File: src/rtl/plic_claim_ctrl.sv
// Hart-side claim/complete controller for the 8-source PLIC interrupt word.
// Raises a level IRQ, runs the claim/complete handshake and masks the source in service.
module plic_claim_ctrl #(
  parameter int DRAIN_CYC = 2,
  parameter int CLAIM_TO  = 1024
) (
  input  logic        i_clk,
  input  logic        i_rst_n,
  input  logic [31:0] i_int_word,
  input  logic        i_claim,
  input  logic        i_complete,
  input  logic [2:0]  i_complete_id,
  output logic        o_irq,
  output logic        o_claim_vld,
  output logic [2:0]  o_claim_id,
  output logic        o_claim_none,
  output logic [7:0]  o_src_mask,
  output logic [7:0]  o_src_ack,
  output logic        o_busy,
  output logic        o_err,
  output logic        o_timeout
);

  localparam int TO_W = (CLAIM_TO > 2) ? $clog2(CLAIM_TO) : 1;
  localparam int DR_W = (DRAIN_CYC > 1) ? $clog2(DRAIN_CYC + 1) : 1;

  typedef enum logic [1:0] {IDLE, ASSERT, SERVICE, DRAIN} state_t;

  state_t          state, state_nxt;
  logic [31:0]     word_r;
  logic [2:0]      held_id;
  logic [TO_W-1:0] to_cnt;
  logic [DR_W-1:0] drain_cnt;

  logic       valid_r;
  logic [7:0] pend_r;
  logic [2:0] id_r;
  logic       eligible;
  logic       claim_take, cmpl_ok, err_hit, timeout_hit;
  logic       unused_word_bits;

  assign valid_r  = word_r[0];
  assign pend_r   = word_r[15:8];
  assign id_r     = word_r[26:24];
  assign eligible = valid_r & pend_r[id_r] & ~o_src_mask[id_r];
  assign unused_word_bits = ^{word_r[31:27], word_r[23:16], word_r[7:1]};

  assign o_irq  = (state == ASSERT);
  assign o_busy = (state == SERVICE) || (state == DRAIN);

  always_comb begin
    state_nxt   = state;
    claim_take  = 1'b0;
    cmpl_ok     = 1'b0;
    err_hit     = 1'b0;
    timeout_hit = 1'b0;
    case (state)
      IDLE: begin
        if (eligible) state_nxt = ASSERT;
      end
      ASSERT: begin
        // A claim beats a withdraw or a timeout landing in the same cycle.
        if (i_claim) begin
          claim_take = 1'b1;
          state_nxt  = SERVICE;
        end else if (!valid_r || !pend_r[held_id]) begin
          state_nxt = IDLE;
        end else if (to_cnt == TO_W'(CLAIM_TO - 1)) begin
          timeout_hit = 1'b1;
        end
      end
      SERVICE: begin
        if (i_complete) begin
          if (i_complete_id == held_id) begin
            cmpl_ok   = 1'b1;
            state_nxt = DRAIN;
          end else begin
            err_hit = 1'b1;
          end
        end
      end
      DRAIN: begin
        if (drain_cnt == '0) state_nxt = IDLE;
      end
      default: state_nxt = IDLE;
    endcase
    if (i_complete && (state != SERVICE)) err_hit = 1'b1;
  end

  always_ff @(posedge i_clk or negedge i_rst_n) begin
    if (!i_rst_n) begin
      state        <= IDLE;
      word_r       <= '0;
      held_id      <= '0;
      to_cnt       <= '0;
      drain_cnt    <= '0;
      o_claim_vld  <= 1'b0;
      o_claim_id   <= '0;
      o_claim_none <= 1'b0;
      o_src_mask   <= '0;
      o_src_ack    <= '0;
      o_err        <= 1'b0;
      o_timeout    <= 1'b0;
    end else begin
      state  <= state_nxt;
      word_r <= i_int_word;
      if (state == IDLE && eligible) held_id <= id_r;

      to_cnt <= (state == ASSERT && state_nxt == ASSERT && !timeout_hit) ?
                to_cnt + TO_W'(1) : '0;

      // Drain covers the PLIC output register and word_r still showing the old source.
      if (cmpl_ok)
        drain_cnt <= DR_W'(DRAIN_CYC - 1);
      else if (state == DRAIN && drain_cnt != '0)
        drain_cnt <= drain_cnt - DR_W'(1);

      o_claim_vld  <= i_claim;
      o_claim_none <= i_claim & ~claim_take;
      o_claim_id   <= claim_take ? held_id : 3'd0;
      o_src_ack    <= claim_take ? (8'h01 << held_id) : 8'h00;
      if (claim_take)
        o_src_mask <= 8'h01 << held_id;
      else if (cmpl_ok)
        o_src_mask <= 8'h00;
      o_err     <= err_hit;
      o_timeout <= timeout_hit;
    end
  end

endmodule

File: config.mk
export PLATFORM = sky130hd
export DESIGN_NAME = plic_claim_ctrl
export DESIGN_NICKNAME = d
export VERILOG_FILES = /design/src/rtl/plic_claim_ctrl.sv
export SDC_FILE = /design/constraint.sdc
export NUM_CORES = 1
export LEC_CHECK = 0
export ABC_CLOCK_PERIOD_IN_PS = 1800
export CELL_PAD_IN_SITES_DETAIL_PLACEMENT = 0
export CELL_PAD_IN_SITES_GLOBAL_PLACEMENT = 1
export CORE_MARGIN = 2
export CORE_UTILIZATION = 33
export CTS_CLUSTER_SIZE = 16
export DETAILED_ROUTE_END_ITERATION = 7
export GPL_TIMING_DRIVEN = 0
export PLACE_DENSITY_LB_ADDON = 0.1
export SLEW_MARGIN = 20
export SYNTH_ARGS = -nofsm -noshare
export SYNTH_HDL_FRONTEND = slang
export SYNTH_SLANG_ARGS = --single-unit
File: constraint.sdc
create_clock -name i_clk -period 1.8 [get_ports i_clk]
set_input_delay 0.27 -clock i_clk [delete_from_list [all_inputs] [get_ports i_clk]]
set_output_delay 0.27 -clock i_clk [all_outputs]
set_load 0.02 [all_outputs]
Word-level counts from Yosys, hierarchy flattened
Index checks and enable logic that the tools add are counted.
Widths: inputs -> output; s select.
{"block": "word_totals", "memories": 0, "romBits": 0, "latch_bits": 0, "ff_bits": 67, "word_cells": 77, "mem_bits_rw": 0, "out_inout_bits": 25}
{"block": "classes", "eq_ne": 7, "n_reduce_logical": 15, "muxes": 33, "n_addsub": 2, "order_cmp": 2, "shift": 1, "n_div": 0, "multipliers": 0, "bitwise_logic": 5}
{"operator": "$mux 8", "count": 3}
{"operator": "$mux 1", "count": 16}
{"operator": "$mux 2", "count": 8}
{"operator": "$add 10x1->10 const B", "count": 1}
{"operator": "$eq 10x10->1 const B", "count": 1}
{"operator": "$mux 10", "count": 1}
{"operator": "$bmux 1 s3", "count": 3}
{"operator": "$lt 3x4->1 const B", "count": 2}
{"operator": "$pmux 2 s4", "count": 1}
{"operator": "$shl 1x3->8 const A", "count": 1}
{"operator": "$reduce_bool 2->1", "count": 3}
{"operator": "$logic_and 1x1->1", "count": 5}
{"operator": "$eq 2x1->1 const B", "count": 2}
{"operator": "$eq 2x2->1 const B", "count": 2}
{"operator": "$logic_not 2->1", "count": 2}
{"operator": "$and 1x1->1", "count": 3}
{"operator": "$eq 3x3->1", "count": 1}
{"operator": "$logic_not 1->1", "count": 3}
{"operator": "$mux 3", "count": 1}
{"operator": "$logic_or 1x1->1", "count": 2}
{"operator": "$ne 2x2->1 const B", "count": 1}
{"operator": "$not 1->1", "count": 2}
{"operator": "$sub 2x1->2 const B", "count": 1}

Longest topological paths before layout
Gate-level depths: netlist of run 1.
{"block": "depth", "depth_word": 11, "ltp_mapped": 7, "ltp_nobuf": 6}

Worst setup path after synthesis of run 1
Ideal clock, no wire load.
{"block": "synth_timing", "path_kind": "reg-to-reg", "startpoint": "register o_src_mask[3]", "endpoint": "register to_cnt[3]", "required_ps": 1699, "arrival_ps": 1757, "setup_time_ps": 101, "period_less_slack_ps": 1858, "slack_ps": -58, "path_stages_with_launch": 7, "path_cell_list": "dfrtp_1 -> nand2b_1 -> mux4_2 -> a2bb2oi_1 -> and3_4 -> buf_6 -> nor4_1"}
{"block": "synth_via", "elab_chain_cells": 10}
{"element": "start, declared", "line": "17", "rtl": "output logic [7:0] o_src_mask,"}
{"element": "start signal, assigned", "line": "123", "rtl": "o_src_mask <= 8'h01 << held_id;"}
{"element": "$bmux 1 s3", "line": "45", "rtl": "assign eligible = valid_r & pend_r[id_r] & ~o_src_mask[id_r];"}
{"element": "$mux 1 (implied by the code)", "line": "45"}
{"element": "$not 1->1", "line": "45"}
{"element": "$and 1x1->1", "line": "45"}
{"element": "$mux 2", "line": "59", "rtl": "if (eligible) state_nxt = ASSERT;"}
{"element": "$pmux 2 s4", "line": "57", "rtl": "case (state)"}
{"element": "$eq 2x1->1", "line": "109", "rtl": "to_cnt <= (state == ASSERT && state_nxt == ASSERT && !timeout_hit) ?"}
{"element": "$logic_and 1x1->1 (2 in a row)", "line": "109"}
{"element": "$mux 10", "line": "109"}
{"element": "end signal, assigned", "line": "109"}
{"element": "end, declared", "line": "32", "rtl": "logic [TO_W-1:0] to_cnt;"}
Every way passes these cells. The select of a mux whose other input is x is not followed.
A chain may end at the register's enable or synchronous reset.

Worst setup path in the final report of run 1
Ends and elaborated chain as after synthesis.

==> results of run 1 <==
cell families (layout without fill, tap and decap cells):
group	count (synthesis)	in the layout	synth area share, %
fa+ha+maj	2	2	1.18
flops	52	52	61.4
buf+inv	11	72	2.77
compound gates	18	18	6.32
mux	8	8	5.19
simple gates	69	69	18.6
xor+xnor	11	11	4.55
cell type report:
type | count | share of cell area [%]
sequential | 52 | 43.9
multi-input combinational | 108 | 30.8
inverter | 6 | 0.756
buffer | 4 | 0.924
tap | 77 | 3.23
clock buffer | 6 | 2.43
clock inverter | 2 | 0.420
timing repair buffer | 54 | 17.6
synthesized netlist by cell type, types with 2 or more instances:
master	number
sky130_fd_sc_hd__nand2_1	11
sky130_fd_sc_hd__nor4_1	7
sky130_fd_sc_hd__buf_2	2
sky130_fd_sc_hd__mux4_2	2
sky130_fd_sc_hd__nand2b_1	8
sky130_fd_sc_hd__nor3_1	4
sky130_fd_sc_hd__and2_1	3
sky130_fd_sc_hd__xnor2_1	3
sky130_fd_sc_hd__and3_1	6
sky130_fd_sc_hd__inv_1	5
sky130_fd_sc_hd__dfrtp_1	52
sky130_fd_sc_hd__buf_6	2
sky130_fd_sc_hd__a2bb2oi_1	2
sky130_fd_sc_hd__mux2_2	3
sky130_fd_sc_hd__nand3_1	5
sky130_fd_sc_hd__nor2_1	10
sky130_fd_sc_hd__ha_1	2
sky130_fd_sc_hd__a21o_1	8
sky130_fd_sc_hd__a21oi_1	3
sky130_fd_sc_hd__nor2b_1	7
sky130_fd_sc_hd__mux2i_1	2
sky130_fd_sc_hd__xor2_1	8
cells in the final DEF, fill, tap and decap left out, drive strengths merged, types with 8 or more instances in the layout:
master | netlist | layout
buf | 4 | 15
a21o | 8 | 8
xor2 | 8 | 8
nand2b | 8 | 8
clkdlybuf4s50 | 0 | 40
nor2 | 10 | 10
dfrtp | 52 | 52
nand2 | 11 | 11
critical path: cells and delay by family, from the launching register on:
family / cells / cell delay [ns]
AO/OA/AOI/OAI: 1 / 0.17
buffers and inverters: 1 / 0.15
flip-flops: 1 / 0.42
AND/OR/NAND/NOR: 3 / 0.48
multiplexers: 1 / 0.52
what timing repair did:
| action | 4_1_cts | 5_1_grt |
|---|---|---|
| setup buffers | 5 | 6 |
| resized for setup | 20 | 8 |
| hold buffers | 0 | 0 |
| endpoints found under the setup margin | 17 | 18 |
| endpoints found under the hold margin | 0 | 0 |
| pin swaps | 7 | 8 |
per-layer routing:
metal,track usage [%],up-vias
li1,-,708
met1,18.4,743
met2,24.5,36
met3,3.15,8
met4,3.96,0
met5,0,-
how the worst max path moves through the flow:
stage | startpoint | end | slack [ns]
after floorplan | o_src_mask[3] | to_cnt[3] | -0.01
after global placement | i_rst_n | o_src_mask[1] | -1.19
after detailed placement | i_claim | to_cnt[7] | -0.50
after CTS | o_src_mask[3] | to_cnt[0] | 0.0005
after global routing | o_src_mask[3] | to_cnt[5] | -0.08
final | o_src_mask[3] | to_cnt[3] | -0.04
registers in the layout, indices dropped and copies added (netlist names):
register      cells
o_err             1
o_timeout         1
o_src_mask        8
o_claim_id        3
o_claim_vld       1
o_claim_none      1
state             2
o_src_ack         8
word_r           12
drain_cnt         2
held_id           3
to_cnt           10
report_power, final:
part | internal, mW | switching [mW] | total, mW | leakage [nW]
Clock | 0.272 | 0.365 | 0.638 | 0.0412
Sequential | 1.33 | 0.142 | 1.47 | 0.665
Combinational | 0.637 | 0.644 | 1.28 | 0.644
==> flow_summary.ini, run 1 <==
[run_status]
status = finished with violations
failed_checks = negative hold slack, negative setup slack

[drt]
num_vias = 1495
met3RoutedLength_um = 186
drt-initial-drc-count = 32
drt.antenna.violating_nets = 0
met2WireLength_mm = 2.46
dr.max_layer_used = met4
drt_wl_total_mm = 4.88
vias_per_cell = 4.84
drt_drc_violations_left = 0
met1_length_mm = 2.14
pre_repair_dr_iteration_count = 4
route.detailed.wl_per_inst_um = 15.8

[logic_synthesis]
synth_async_sr_flop_share_pct = 100
synth_top_area_share_pct = 61.4
number_of_register_bits_inferred_by_synthesis = 52
yosys_most_used_dff = sky130_fd_sc_hd__dfrtp_1
synth_top_cell_by_area = sky130_fd_sc_hd__dfrtp_1
synth_enable_flop_cells = 0
synth_cell_type_count = 38
synth.net_count = 212
summed_instance_area_of_the_synthesized_netlist_um2 = 2120
syn_avg_cell_area_um2 = 12.4
synth.yosys.seq_area_share_pct = 61.4
post_synth_main_area_contributors = sky130_fd_sc_hd__dfrtp_1 (61%), sky130_fd_sc_hd__xor2_1 (3.3%), sky130_fd_sc_hd__a21o_1 (2.8%), sky130_fd_sc_hd__nand2b_1 (2.4%), sky130_fd_sc_hd__mux4_2 (2.1%)
syn-instance-count = 171
synth-warning-count = 0

[timing]
setup_repair_after_global_routing_missed_its_margin = true
worst_hold_margin_ns = -0.00471
fin_skew_ns = 0.00727
fmaxAchievable_mhz = 545
hold_violations = 14
worst_slew_margin_rel_pct = 56.6
count_of_pins_over_their_slew_limit = 0
tns_setup_ns = -0.0446
finalWorstPathRequiredPeriod_ns = 1.84
final_period_util_pct = 102
finalSetupViolations = 2
layout_setup_ws_ns = -0.0354
tightestPinTransition_ns = 0.652

[setup_path]
reg2reg_slack_ns = -0.04
cell_count_of_the_worst_reg_to_reg_path = 6
crit_arrival_ns = 2.04
path_max_fanout = 7
critPathLaunchType = flop
worstReg2RegEnd = to_cnt[3]
timing.critical_path.slowest_cell_delay_ns = 0.52
r2r_start = o_src_mask[3]
cp.required_ns = 2.01
timing.critical_path.cells = nand2b_4, mux4_2, a2bb2oi_4, and3_4, buf_4, nor4_2
critPathCaptureType = flop
setup.worst_path.class = flop to flop
critical_path.slowest_cell = sky130_fd_sc_hd__mux4_2

[placed_design]
hpwlAfterDp_mm = 3.35
place.detailed.instances = 291
placedInstanceArea_um2 = 2660
dp_slack_ns = -0.501
port_buffers = 43
gpl.final_weighted_congestion = 0.746

[grt]
first_global_vias = 1598
initial_antenna_violation_count = 0
maximum_number_of_pins_on_one_net_before_global_route_repair = 53
grt.total_usage_pct = 14.3
grt_remaining_overflow = 0
first_pass_grt_wire_length_mm = 7.98

[power]
static-leakage-power_nw = 1.35
power.total_mw = 3.39
pwr_density_cell_nw_per_um2 = 1140
vdd_drop_max_v = 0.000454

[finish]
multi_input_comb_area_um2 = 917
fillerInstances = 589
finalNetCount = 272
final_core_util_pct = 47.5
finish.cell_count_without_fillers = 309
finalInstanceArea_um2 = 2980
insertedDiodeCount = 0
areaGrowthSynthToFinish_pct = 40.6
layout.area.seq_um2 = 1310
layout-drive-gt1-share_pct = 22.4

[clock_network]
cts.sinks = 52
clk_root_buffer_cell = sky130_fd_sc_hd__clkbuf_8
cts_tree = done
cts-buffers-inserted = 5
clkLatencyLatePin_ns = 0.30
cts.clk_slew.worst_paths_ns = 0.09
cts.path.max_buffers = 2
htreeDepth = 2

[die]
die-height_um = 84.1
row_count = 29
boundaryPins = 64
dieWidth_um = 84.1
floorplan.initialDensity_pct = 33.8
fp.coreArea_um2 = 6280
die-area_um2 = 7080

[worst_hold_path]
hold_path_class = input pin to async pin

[flow_run]
drv_cap = 0
(Power assumes the default switching activity.)
==> run 2, diff against run 1 <==
ABC_AREA = 1   (was not set)
CORE_UTILIZATION = 31   (was 33)
==> flow_summary.ini, run 2 <==
[setup_path]
path_max_fanout = 4
critPathCaptureType = output pin
setup.worst_path.class = flop to output pin
cp.required_ns = 1.53
cell_count_of_the_worst_reg_to_reg_path = 10
crit_arrival_ns = 1.47
critPathLaunchType = flop

[drt]
met2WireLength_mm = 1.86
drt_wl_total_mm = 4.21
dr.max_layer_used = met4
pre_repair_dr_iteration_count = 4
drt.antenna.violating_nets = 0
met3RoutedLength_um = 220
drt-initial-drc-count = 72
route.detailed.wl_per_inst_um = 12.1
met1_length_mm = 2.05
num_vias = 1532
vias_per_cell = 4.39
drt_drc_violations_left = 0

[logic_synthesis]
synth_enable_flop_cells = 0
synth-warning-count = 0
post_synth_main_area_contributors = sky130_fd_sc_hd__dfrtp_1 (62%), sky130_fd_sc_hd__nand2_1 (8.8%), sky130_fd_sc_hd__nor2_1 (5.7%), sky130_fd_sc_hd__nand3_1 (4.8%), sky130_fd_sc_hd__inv_1 (4.7%)
synth_top_area_share_pct = 62.1
synth_top_cell_by_area = sky130_fd_sc_hd__dfrtp_1
syn-instance-count = 221
number_of_register_bits_inferred_by_synthesis = 52
synth_async_sr_flop_share_pct = 100
synth.net_count = 262
synth.yosys.seq_area_share_pct = 62.1
synth_cell_type_count = 24
yosys.cell_count.top_type = sky130_fd_sc_hd__dfrtp_1
summed_instance_area_of_the_synthesized_netlist_um2 = 2100
most_instantiated_cells_after_synthesis = sky130_fd_sc_hd__dfrtp_1 (52), sky130_fd_sc_hd__nand2_1 (49), sky130_fd_sc_hd__nor2_1 (32)
yosys_most_used_dff = sky130_fd_sc_hd__dfrtp_1
syn_avg_cell_area_um2 = 9.48

[worst_hold_path]
hold_path_class = input pin to async pin

[die]
row_count = 29
fp.coreArea_um2 = 6460
boundaryPins = 64
die-area_um2 = 7430
dieWidth_um = 86.2
floorplan.initialDensity_pct = 32.4
die-height_um = 86.2

[finish]
largest_register_ff_count = 12
layout.cells.most_common = sky130_fd_sc_hd__dfrtp_1
layout-drive-gt1-share_pct = 9.19
final_core_util_pct = 42.2
finalInstanceArea_um2 = 2720
largest-register = word_r
insertedDiodeCount = 0
reg_top3 = word_r x12, to_cnt x10
layout_common_cells = sky130_fd_sc_hd__dfrtp_1 (52), sky130_fd_sc_hd__nand2_1 (49), sky130_fd_sc_hd__clkdlybuf4s50_1 (41), sky130_fd_sc_hd__nor2_1 (30), sky130_fd_sc_hd__inv_1 (26)
areaGrowthSynthToFinish_pct = 29.9
finalNetCount = 312

[clock_network]
ctsHoldBuffers = 0
cts_tree = done
cts.path.max_buffers = 2
cts-buffers-inserted = 5
cts.sinks = 52
htreeDepth = 2
clk_root_buffer_cell = sky130_fd_sc_hd__clkbuf_8
clkLatencyLatePin_ns = 0.30
cts.clk_slew.worst_paths_ns = 0.09

[timing]
final_period_util_pct = 96.6
count_of_pins_over_their_slew_limit = 0
layout_setup_ws_ns = 0.0621
tightestPinTransition_ns = 0.643
fin_skew_ns = 0.00510
finalWorstPathRequiredPeriod_ns = 1.74
worst_hold_margin_ns = -0.0161
worst_slew_margin_rel_pct = 57.1
setup_repair_after_global_routing_missed_its_margin = false
fmaxAchievable_mhz = 575
finalSetupViolations = 0
hold_violations = 23

[grt]
first_pass_grt_wire_length_mm = 7.27
first_global_vias = 1475
grt_remaining_overflow = 0
grt.total_usage_pct = 12.6
initial_antenna_violation_count = 0
maximum_number_of_pins_on_one_net_before_global_route_repair = 53

[placed_design]
placedInstanceArea_um2 = 2620
hpwlAfterDp_mm = 3.14
dp_slack_ns = 0.0418
gpl.final_weighted_congestion = 0.736
port_buffers = 43

[run_status]
failed_checks = negative hold slack
status = finished with violations

[flow_run]
drv_cap = 0

[power]
vdd_drop_max_v = 0.000353
power.total_mw = 3.17
pwr_density_cell_nw_per_um2 = 1160
static-leakage-power_nw = 1.28
[run 2: cell count changes after synthesis, moves of 4 or more]
| cell | delta |
|---|---|
| sky130_fd_sc_hd__nand3_1 | +15 |
| sky130_fd_sc_hd__nor2b_1 | -7 |
| sky130_fd_sc_hd__o22ai_1 | +6 |
| sky130_fd_sc_hd__and3_1 | -5 |
| sky130_fd_sc_hd__inv_1 | +21 |
| sky130_fd_sc_hd__xor2_1 | -4 |
| sky130_fd_sc_hd__nand2_1 | +38 |
| sky130_fd_sc_hd__a21o_1 | -8 |
| sky130_fd_sc_hd__nand2b_1 | -8 |
| sky130_fd_sc_hd__nor2_1 | +22 |
| sky130_fd_sc_hd__nor4_1 | -7 |
[run 2: final timing paths]
check                              start           end  slack (ns)
hold reg to reg                to_cnt[0]     to_cnt[0]        0.46
setup / recovery                state[1]        o_busy        0.06
hold / removal                   i_rst_n  o_src_ack[3]       -0.02
min in group i_clk         i_int_word[8]     word_r[8]        0.40
setup reg to reg               to_cnt[0]     to_cnt[7]        0.23
max in group asynchronous        i_rst_n     o_timeout        1.38
[run 2: final cells by class]
| cell class | count | area (um2) |
|---|---|---|
| plain buffers | 2 | 11.3 |
| inverters | 30 | 115 |
| clock inverters | 2 | 13.8 |
| clock buffers | 6 | 82.6 |
| fillers | 649 | 3740 |
| multi-input cells | 137 | 676 |
| flip-flops and latches | 52 | 1300 |
| repair buffers | 43 | 427 |
| well taps | 77 | 96.3 |
[run 2: logic make-up (layout without fill, tap and decap cells)]
family / count (synthesis) / count (layout) / share of synthesized area [%]
simple gates: 114 / 114 / 23.8
flops: 52 / 52 / 62.1
buf+inv: 32 / 83 / 5.91
compound gates: 14 / 14 / 4.06
xor+xnor: 7 / 7 / 2.93
fa+ha+maj: 2 / 2 / 1.19
[run 2: per-layer routing]
metal  vias up  track usage [%]
li1        790                -
met1       699             17.8
met2        36             18.1
met3         7             3.81
met4         0             4.97
met5         -                0
[run 2: metrics by stage]
| stage | std cells | setup TNS, ns | hold WS (ns) |
|---|---|---|---|
| 2_1_floorplan | 221 | 0 | -0.0256 |
| 5_1_grt | 349 | 0 | 0.0397 |
| 4_1_cts | 349 | 0 | 0.0144 |
| 6_report | 349 | 0 | -0.0161 |
| 3_5_place_dp | 341 | 0 | 0.349 |
| 3_3_place_gp | 341 | -57.21 | 0.443 |
[run 2: where the power goes]
group | internal (mW) | switching [mW] | leakage (nW)
Clock | 0.315 | 0.371 | 0.0516
Combinational | 0.411 | 0.613 | 0.551
Sequential | 1.33 | 0.129 | 0.678
[run 2: what timing repair did]
item | CTS | global route
setup endpoints to repair | 1 | 10
setup buffers | 0 | 0
resized for setup | 1 | 3
hold endpoints to repair | 0 | 0
gates cloned | 0 | 0
[run 2: worst max-delay path, cell delays in order, from the launching register on]
cell and delay, ns:
sky130_fd_sc_hd__dfrtp_1 0.47, sky130_fd_sc_hd__clkbuf_1 0.11, sky130_fd_sc_hd__clkdlybuf4s50_1 0.59
